File: src/rtl/video_pkg.sv
// Shared video-stream definitions: frame generator FSM encoding and the ramp line step.
package video_pkg;

  typedef enum logic [1:0] {
    ST_IDLE = 2'd0,
    ST_RUN  = 2'd1,
    ST_LGAP = 2'd2,
    ST_FGAP = 2'd3
  } state_t;

  // Each line of the test ramp starts this far above the previous one.
  localparam int LINE_STEP = 10;

endpackage

File: src/rtl/axis_pix_counter.sv
// Pixel/line position counters for the frame generator, with wrap at width-1 / height-1
// and the coordinates of the following beat.
module axis_pix_counter #(
  parameter int C_RESO_WIDTH = 10
) (
  input  logic                    clk,
  input  logic                    resetn,
  input  logic                    clear,
  input  logic                    advance,
  input  logic [C_RESO_WIDTH-1:0] width,
  input  logic [C_RESO_WIDTH-1:0] height,
  output logic [C_RESO_WIDTH-1:0] pix,
  output logic [C_RESO_WIDTH-1:0] line,
  output logic [C_RESO_WIDTH-1:0] nxt_pix,
  output logic [C_RESO_WIDTH-1:0] nxt_line,
  output logic                    last_pix,
  output logic                    last_line
);

  localparam logic [C_RESO_WIDTH-1:0] ONE = C_RESO_WIDTH'(1);

  logic [C_RESO_WIDTH-1:0] pix_reg;
  logic [C_RESO_WIDTH-1:0] line_reg;

  assign pix       = pix_reg;
  assign line      = line_reg;
  assign last_pix  = (pix_reg == width - ONE);
  assign last_line = (line_reg == height - ONE);

  always_comb begin
    nxt_pix  = pix_reg + ONE;
    nxt_line = line_reg;
    if (last_pix) begin
      nxt_pix  = '0;
      nxt_line = last_line ? '0 : line_reg + ONE;
    end
  end

  always_ff @(posedge clk or negedge resetn) begin
    if (!resetn) begin
      pix_reg  <= '0;
      line_reg <= '0;
    end else if (clear) begin
      pix_reg  <= '0;
      line_reg <= '0;
    end else if (advance) begin
      pix_reg  <= nxt_pix;
      line_reg <= nxt_line;
    end
  end

endmodule

File: src/rtl/axis_frame_gen.sv
// AXI4-Stream ramp frame source with programmable size, frame count and inter-frame gap.
// Define AXIS_FRAME_GEN_LINE_GAP_EN to insert C_LINE_GAP idle cycles after each non-final line.
module axis_frame_gen
  import video_pkg::*;
#(
  parameter int C_PIXEL_WIDTH = 8,
  parameter int C_RESO_WIDTH  = 10,
  parameter int C_FRAME_GAP   = 4,
  parameter int C_LINE_GAP    = 2
) (
  input  logic                     clk,
  input  logic                     resetn,
  input  logic                     start,
  input  logic                     stop,
  input  logic [C_RESO_WIDTH-1:0]  ori_width,
  input  logic [C_RESO_WIDTH-1:0]  ori_height,
  input  logic [C_RESO_WIDTH-1:0]  frame_num,
  output logic                     busy,
  output logic                     frame_done,
  output logic                     m_axis_tvalid,
  output logic [C_PIXEL_WIDTH-1:0] m_axis_tdata,
  output logic                     m_axis_tuser,
  output logic                     m_axis_tlast,
  input  logic                     m_axis_tready
);

  localparam logic [C_RESO_WIDTH-1:0] ONE = C_RESO_WIDTH'(1);
  localparam int PROD_W  = C_RESO_WIDTH + 4;
  localparam int GAP_MAX = (C_FRAME_GAP > C_LINE_GAP) ? C_FRAME_GAP : C_LINE_GAP;
  localparam int GAP_W   = (GAP_MAX > 1) ? $clog2(GAP_MAX) : 1;

`ifdef AXIS_FRAME_GEN_LINE_GAP_EN
  localparam bit LGAP_EN = (C_LINE_GAP > 0);
`else
  localparam bit LGAP_EN = 1'b0;
`endif

  state_t                   state_reg, state_next;
  logic                     busy_reg, busy_next;
  logic                     done_reg, done_next;
  logic                     tvalid_reg, tvalid_next;
  logic [C_PIXEL_WIDTH-1:0] tdata_reg, tdata_next;
  logic                     tuser_reg, tuser_next;
  logic                     tlast_reg, tlast_next;
  logic [GAP_W-1:0]         gap_reg, gap_next;
  logic [C_RESO_WIDTH-1:0]  width_reg, width_next;
  logic [C_RESO_WIDTH-1:0]  height_reg, height_next;
  logic [C_RESO_WIDTH-1:0]  frames_reg, frames_next;
  logic                     cont_reg, cont_next;
  logic                     stop_reg, stop_next;

  logic                     cnt_clear, cnt_adv;
  logic [C_RESO_WIDTH-1:0]  pix, line, nxt_pix, nxt_line;
  logic                     last_pix, last_line;
  logic [C_RESO_WIDTH-1:0]  pix_sel, line_sel;
  logic [C_PIXEL_WIDTH-1:0] tdata_load;
  logic                     tuser_load, tlast_load;
  logic                     handshake, more_frames, load, drop;

  axis_pix_counter #(.C_RESO_WIDTH(C_RESO_WIDTH)) u_cnt (
    .clk       (clk),
    .resetn    (resetn),
    .clear     (cnt_clear),
    .advance   (cnt_adv),
    .width     (width_reg),
    .height    (height_reg),
    .pix       (pix),
    .line      (line),
    .nxt_pix   (nxt_pix),
    .nxt_line  (nxt_line),
    .last_pix  (last_pix),
    .last_line (last_line)
  );

  // While running the counters hold the beat on the bus; in a gap they already hold the next one.
  assign pix_sel    = (state_reg == ST_RUN) ? nxt_pix  : pix;
  assign line_sel   = (state_reg == ST_RUN) ? nxt_line : line;
  assign tdata_load = C_PIXEL_WIDTH'(PROD_W'(line_sel) * PROD_W'(LINE_STEP) + PROD_W'(pix_sel));
  assign tuser_load = (pix_sel == '0) && (line_sel == '0);
  assign tlast_load = (pix_sel == width_reg - ONE);

  assign handshake   = tvalid_reg && m_axis_tready;
  assign more_frames = !(stop_reg || stop) && (cont_reg || (frames_reg > ONE));

  always_comb begin
    state_next  = state_reg;
    busy_next   = busy_reg;
    done_next   = 1'b0;
    tvalid_next = tvalid_reg;
    tdata_next  = tdata_reg;
    tuser_next  = tuser_reg;
    tlast_next  = tlast_reg;
    gap_next    = gap_reg;
    width_next  = width_reg;
    height_next = height_reg;
    frames_next = frames_reg;
    cont_next   = cont_reg;
    stop_next   = stop_reg | stop;
    cnt_clear   = 1'b0;
    cnt_adv     = 1'b0;
    load        = 1'b0;
    drop        = 1'b0;

    case (state_reg)
      ST_IDLE: begin
        stop_next = 1'b0;
        if (start && (ori_width != '0) && (ori_height != '0)) begin
          state_next  = ST_RUN;
          busy_next   = 1'b1;
          width_next  = ori_width;
          height_next = ori_height;
          frames_next = frame_num;
          cont_next   = (frame_num == '0);
          stop_next   = stop;
          cnt_clear   = 1'b1;
          tvalid_next = 1'b1;
          tdata_next  = '0;
          tuser_next  = 1'b1;
          tlast_next  = (ori_width == ONE);
        end
      end
      ST_RUN: begin
        if (handshake) begin
          cnt_adv = 1'b1;
          if (!last_pix) begin
            load = 1'b1;
          end else if (!last_line) begin
            if (LGAP_EN) begin
              state_next = ST_LGAP;
              gap_next   = '0;
              drop       = 1'b1;
            end else begin
              load = 1'b1;
            end
          end else begin
            done_next = 1'b1;
            if (more_frames) begin
              if (!cont_reg) frames_next = frames_reg - ONE;
              if (C_FRAME_GAP > 0) begin
                state_next = ST_FGAP;
                gap_next   = '0;
                drop       = 1'b1;
              end else begin
                load = 1'b1;
              end
            end else begin
              state_next = ST_IDLE;
              busy_next  = 1'b0;
              stop_next  = 1'b0;
              drop       = 1'b1;
            end
          end
        end
      end
`ifdef AXIS_FRAME_GEN_LINE_GAP_EN
      ST_LGAP: begin
        gap_next = gap_reg + GAP_W'(1);
        if (gap_reg == GAP_W'(C_LINE_GAP - 1)) begin
          state_next = ST_RUN;
          load       = 1'b1;
        end
      end
`endif
      ST_FGAP: begin
        gap_next = gap_reg + GAP_W'(1);
        if (gap_reg == GAP_W'(C_FRAME_GAP - 1)) begin
          state_next = ST_RUN;
          load       = 1'b1;
        end
      end
      default: state_next = ST_IDLE;
    endcase

    if (load) begin
      tvalid_next = 1'b1;
      tdata_next  = tdata_load;
      tuser_next  = tuser_load;
      tlast_next  = tlast_load;
    end
    if (drop) begin
      tvalid_next = 1'b0;
      tuser_next  = 1'b0;
      tlast_next  = 1'b0;
    end
  end

  always_ff @(posedge clk or negedge resetn) begin
    if (!resetn) begin
      state_reg  <= ST_IDLE;
      busy_reg   <= 1'b0;
      done_reg   <= 1'b0;
      tvalid_reg <= 1'b0;
      tdata_reg  <= '0;
      tuser_reg  <= 1'b0;
      tlast_reg  <= 1'b0;
      gap_reg    <= '0;
      width_reg  <= '0;
      height_reg <= '0;
      frames_reg <= '0;
      cont_reg   <= 1'b0;
      stop_reg   <= 1'b0;
    end else begin
      state_reg  <= state_next;
      busy_reg   <= busy_next;
      done_reg   <= done_next;
      tvalid_reg <= tvalid_next;
      tdata_reg  <= tdata_next;
      tuser_reg  <= tuser_next;
      tlast_reg  <= tlast_next;
      gap_reg    <= gap_next;
      width_reg  <= width_next;
      height_reg <= height_next;
      frames_reg <= frames_next;
      cont_reg   <= cont_next;
      stop_reg   <= stop_next;
    end
  end

  assign busy          = busy_reg;
  assign frame_done    = done_reg;
  assign m_axis_tvalid = tvalid_reg;
  assign m_axis_tdata  = tdata_reg;
  assign m_axis_tuser  = tuser_reg;
  assign m_axis_tlast  = tlast_reg;

endmodule

File: config.mk
export PLATFORM = sky130hd
export DESIGN_NAME = axis_frame_gen
export DESIGN_NICKNAME = d
export VERILOG_FILES = /design/src/rtl/video_pkg.sv /design/src/rtl/axis_pix_counter.sv /design/src/rtl/axis_frame_gen.sv
export SDC_FILE = /design/constraint.sdc
export NUM_CORES = 1
export LEC_CHECK = 0
export ABC_AREA = 1
export BUFFER_PORTS_ARGS = -buffer_cell sky130_fd_sc_hd__buf_4
export CORE_UTILIZATION = 30
export DETAILED_ROUTE_END_ITERATION = 10
export GPL_TIMING_DRIVEN = 0
export PLACE_DENSITY = 0.5
export SLEW_MARGIN = 20
export SYNTH_ARGS = -nofsm -noshare
export SYNTH_HDL_FRONTEND = slang
export SYNTH_SLANG_ARGS = --single-unit
File: constraint.sdc
create_clock -name clk -period 6.2 [get_ports clk]
set_clock_uncertainty 0.05 [all_clocks]
set_input_delay 0.31 -clock clk [delete_from_list [all_inputs] [get_ports clk]]
set_output_delay 0.31 -clock clk [all_outputs]
set_load 0.01 [all_outputs]
======== Yosys cells after proc, flatten, opt, wreduce, memory -nomap -nowiden ========
Index checks and enable logic that the tools add are counted.
cells by class
  add/subtract/negate cells ............... 7
  multiply operators ...................... 1
  $lt $le $gt $ge ......................... 1
  equality and inequality tests ........... 15
  multiplexer cells ....................... 65
  bitwise logic cells ..................... 1
  reduce and logical (&&, ||, !) cells .... 28
operators with widths
  cell                   number
  $mux 10                15
  $mux 1                 31
  $eq 10x10->1           3
  $logic_not 10->1       3
  $sub 10x1->10 const B  3
  $mux 8                 3
  $add 10x1->10 const B  2
  $mux 2                 10
  $pmux 10 s2            1
  $reduce_bool 10->1     2
  $ne 2x2->1 const B     8
  $eq 10x1->1 const B    1
  $gt 10x1->1 const B    1
  $mul 10x3->7 const B   1
  $reduce_and 5->1       2
  $reduce_bool 2->1      5
  $add 8x8->8            1
  $reduce_and 7->1       1
  $pmux 1 s2             3
  $pmux 2 s3             1
  $reduce_and 2->1       3
  $reduce_and 6->1       1
  $reduce_bool 3->1      2
  $logic_and 1x1->1      5
  8 further kinds        10
storage, ports and cells
  bits in registers ....................... 69
  output and inout bits ................... 13

======== Depth between registers and ports, before layout ========
  depth in word-level cells ............... 9
  mapped depth ............................ 35

======== Modules after synthesis ========
From an unflattened synthesis, not the netlist that was laid out.
second synthesis, totals
  cell total of the unflattened synthesis .. 918
  area total of the unflattened synthesis .. 5,931.9 µm²
modules (own cells, without submodules)
  module            times used  cells each  area each (µm²)  sequential area each (µm²)
  axis_frame_gen    1           537         3,714.8          1,226.2
  axis_pix_counter  1           381         2,217.1          500.5

======== Worst setup path before layout ========
OpenSTA, ideal clock, no wires.
  path type ............................... register -> register
  start ................................... register width_reg[0]
  end ..................................... register tdata_reg[7], in the netlist m_axis_tdata[7]
  setup time .............................. 0.122 ns
  arrival ................................. 4.003 ns
  data required time ...................... 6.028 ns
  setup slack ............................. 2.025 ns
  cell stages (with the launch flop) ...... 27
  buffers on the path ..................... 0
  cell sequence ........................... dfrtp_1 inv_2 ha_1 inv_1 nand2_1 nand2_1 nand2_1 nand2_1 nor3_1 nand3_1 nor2_4 nand2_1 nand2_1 nand2_1 nand2_1 inv_1 ha_1 fa_1 xor2_1 ha_1 a21oi_1 xor2_1 or2_2 nand2_1 nand2_1 a21oi_1 o21ai_1
on the way
  word-level cells in the longest chain between the ends .. 7
RTL lines
  element                                                  RTL line                                       source
  start: declaration                                       axis_frame_gen.sv:46                           logic [C_RESO_WIDTH-1:0] width_reg, width_next;
  start signal: assignment                                 axis_frame_gen.sv:211                          width_reg <= width_next;
  $sub 10x1->10 *                                          axis_pix_counter.sv:27                         assign last_pix = (pix_reg == width - ONE);
  $eq 10x10->1 *                                           axis_pix_counter.sv:27
  $mux 10 / $mux 1 (equally long branches)                 axis_pix_counter.sv:33, axis_frame_gen.sv:125
  $mux 10 / $mux 1 (equally long branches)                 axis_frame_gen.sv:77, axis_frame_gen.sv:123
  $mul 10x3->7 / $pmux 1 s2 (equally long branches)        axis_frame_gen.sv:78, axis_frame_gen.sv:104
  $add 8x8->8 / $reduce_bool 2->1 (equally long branches)  --
  $mux 8 / $reduce_and 2->1 (equally long branches)        --
  end signal: assignment                                   axis_frame_gen.sv:207                          tdata_reg <= tdata_next;
  end: declaration                                         axis_frame_gen.sv:42                           logic [C_PIXEL_WIDTH-1:0] tdata_reg, tdata_next;
Every way passes the cells marked *; elsewhere a longest branch is shown, timed or not.
A chain may end at the register's enable or synchronous reset.

======== Worst setup path in the final report ========
Ends and elaborated chain as after synthesis.

==> qor.csv <==
stage,metric,value,unit
floorplanning,die_y,139.7,um
clock_network,cts_buffer_depth,2,
finish,area_growth,15.95,%
floorplanning,start_util,31.13,%
grt,grt_antenna_before_repair,0,
finish,design_area,6595,um2
yosys,yosysUniqueCellTypes,46,
outcome,outcome,completed,
job,drv_cap,0,
yosys,async_reset_ff_share,100.0,%
critical_path,worstPathArrival,5130,ps
routing,wl_met1,8.138,mm
timing,hold_viol_final,0,
pwr,p_per_area,538.5,nW/um2
yosys,muxShareOfSynthArea,0.1760,%
clock_network,cts_tree,yes,
yosys,syn_avg_cell_area,6.599,um2
critical_path,crit_path_start_kind,register,
placement,dp_hpwl,13.37,mm
routing,finalWirelength,17.19,mm
yosys,yosysMostFrequentCell,nand2_1,
yosys,yosys-top-cells-area,"dfrtp_1 (30%), nand2_1 (18%), inv_1 (7.5%), nand3_1 (6.6%), ha_1 (5.3%)",
clock_network,ctsHtreeMaxLevel,3,
grt,grt.total_usage,18.90,%
floorplanning,die_w,139.7,um
floorplanning,ios,48,
placement,postPlaceCellArea,6327,um2
yosys,synth_top_family_by_area,simple AND/OR/NAND/NOR gates,
clock_network,path_clk_slew,60,ps
timing,fmax,202.4,MHz
clock_network,cts_inserted_buffers,9,
routing,top_layer_used,met4,
grt,grt_max_degree,70,
yosys,synth_xor_area_share,3.696,%
timing,finalCriticalPeriod,4942,ps
yosys,synth_seq_cells,69,
pwr,p_leak,3.402,nW
routing,drtIter0Drc,367,
yosys,synth_common_cells,"nand2_1 (270), inv_1 (113), nand3_1 (75), nor2_1 (73), dfrtp_1 (69)",
floorplanning,row_count,49,
yosys,ys_seq_area_share,30.36,%
finish,layout.nets,981,
critical_path,worstSetupEndpointType,register,
routing,post_drt_wl_per_cell,14.92,um
routing,dr_wl_met3,582,um
yosys,yosys.area_share.adder,5.983,%
routing,drc,0,
clock_network,cts_setup_buffers,0,
placement,io_buffers,47,
yosys,synth_compound_area_share,12.56,%
pwr,ir_drop,0.0001872,V
yosys,synth_top_area_cell,dfrtp_1,
timing,fin_crit_sh,79.71,%
clock_network,clk_latency,350,ps
routing,wl_met2,7.972,mm
clock_network,clockRootBuffer,clkbuf_16,
clock_network,cts_hold_buf,0,
grt,first_global_vias,5510,
grt,grt.overflow.total,0,
finish,drive_gt1_share,11.81,%
routing,dr.pass1.iters,5,
critical_path,required,6390,ps
grt,grt_pass1_wl,28.58,mm
finish,fillCellCount,2017,
yosys,synthFlopType,dfrtp_1,
timing,rsz0062_at_grt,no,
yosys,synth_warnings,0,
routing,viasPerCell,4.865,
critical_path,worstSetupPathType,reg2reg,
routing,num_vias,5605,
yosys,yosysTopAreaCellShare,30.36,%
floorplanning,die_area,19510,um2
yosys,synth_area,5688,um2
floorplanning,core,18270,um2
yosys,synth_edf_count,0,
finish,n_antenna_cell,0,
critical_path,worstPathMaxFanout,9,
timing,drv_slew,0,
yosys,synth_fp_nets,923,
min_path,min_path_type,in2async,
clock_network,clock-sinks,69,
timing,worst_pin_slew,940.5,ps
yosys,synthCells,862,
timing,setup_viol,0,
clock_network,cts_resized,0,
timing,slew_headroom,37.30,%
timing,setup_tns,0,ps
routing,ant_nets,0,
placement,routabilityCongestion,0.8787,
yosys,synth_simple_gate_area_share,38.01,%
## metrics by stage
step / power [mW] / cells / setup WS [ps] / utilization (%) / hold WS [ps]
2_1_floorplan: 2.460 / 862 / 2025 / - / -35.59
3_3_place_gp: 3.060 / 1138 / 1291 / 34.63 / 426.3
3_5_place_dp: 3.062 / 1138 / 1283 / 34.63 / 429.0
4_1_cts: 3.576 / 1152 / 1254 / 36.10 / 101.8
5_1_grt: 3.950 / 1152 / 813.9 / 36.10 / 136.2
6_report: 3.552 / 1152 / 1258 / 36.10 / 50.71
## kinds of logic after synthesis
group           count (synthesis)
fa+ha+maj                      26
xor+xnor                       24
simple gates                  488
flops                          69
compound gates                119
mux                             1
buf+inv                       135
## layer usage
metal  global-route usage [%]  vias up
met2                    30.66       78
met3                    3.854       23
met4                    7.866        0
met1                    24.37     2585
met5                        0        -
li1                         -     2919
## report_power, final
part / leakage [nW] / switching [mW] / internal (mW)
registers: 0.877 / 0.187 / 0.633
clock network: 0.128 / 0.207 / 0.289
logic: 2.40 / 1.46 / 0.771
total: 3.40 / 1.86 / 1.69
## placed cells by master, fill, tap and decap left out, types with 4 or more instances in the layout
cell and instances:
a31oi_1 7, nand2_1 270, buf_2 4, clkbuf_16 9, ha_1 24, nand3_2 4
xor2_1 22, nor3_1 9, nor2_2 8, dfrtp_1 69, buf_4 47, nand2_2 10
nor4_1 10, nor2_4 5, nand4_1 12, o211ai_1 5, inv_1 113, nand3_1 75
a21oi_1 22, nor2_1 73, o32ai_1 4, or2_2 6, o22ai_1 8, o21ai_1 7
o21ai_0 54, inv_2 4, clkbuf_1 12
## final timing paths
| kind | depth (start not counted) | to | slack, ps | start |
|---|---|---|---|---|
| setup / recovery | 26 | m_axis_tdata[7]$_DFFE_PN0P_ | 1260 | width_reg[0]$_DFFE_PN0P_ |
| hold / removal | 1 | height_reg[5]$_DFFE_PN0P_ | 50 | resetn |
| setup reg to reg | 26 | m_axis_tdata[7]$_DFFE_PN0P_ | 1260 | width_reg[0]$_DFFE_PN0P_ |
| hold reg to reg | 2 | m_axis_tdata[3]$_DFFE_PN0P_ | 440 | m_axis_tdata[3]$_DFFE_PN0P_ |
| max in group asynchronous | 1 | frames_reg[0]$_DFFE_PN0P_ | 5420 | resetn |
| min in group clk | 3 | height_reg[8]$_DFFE_PN0P_ | 130 | ori_height[8] |
## area by class of cell
type	instances	area (um2)	area share, %
buffer	16	76.32	1.157
tap	229	286.5	4.345
timing repair buffer	47	352.8	5.350
sequential	69	1727	26.18
clock inverter	1	7.507	0.1138
multi-input combinational	658	3437	52.12
clock buffer	13	260.3	3.946
inverter	119	447.9	6.792
## worst max-delay path, cell delays in order (launching register included)
cell	delay (ps)
dfrtp_1	440
inv_2	160
ha_1	270
inv_1	60
nand2_1	70
nand2_1	110
nand2_1	80
nand2_1	70
nor3_1	370
nand3_1	180
nor2_4	290
nand2_1	120
nand2_1	70
nand2_1	50
nand2_1	140
inv_1	80
ha_1	340
fa_1	450
xor2_1	170
ha_1	320
a21oi_1	190
xor2_1	100
or2_2	310
nand2_1	60
nand2_1	60
a21oi_1	130
o21ai_1	80
Power figures use the tool's default switching activity.
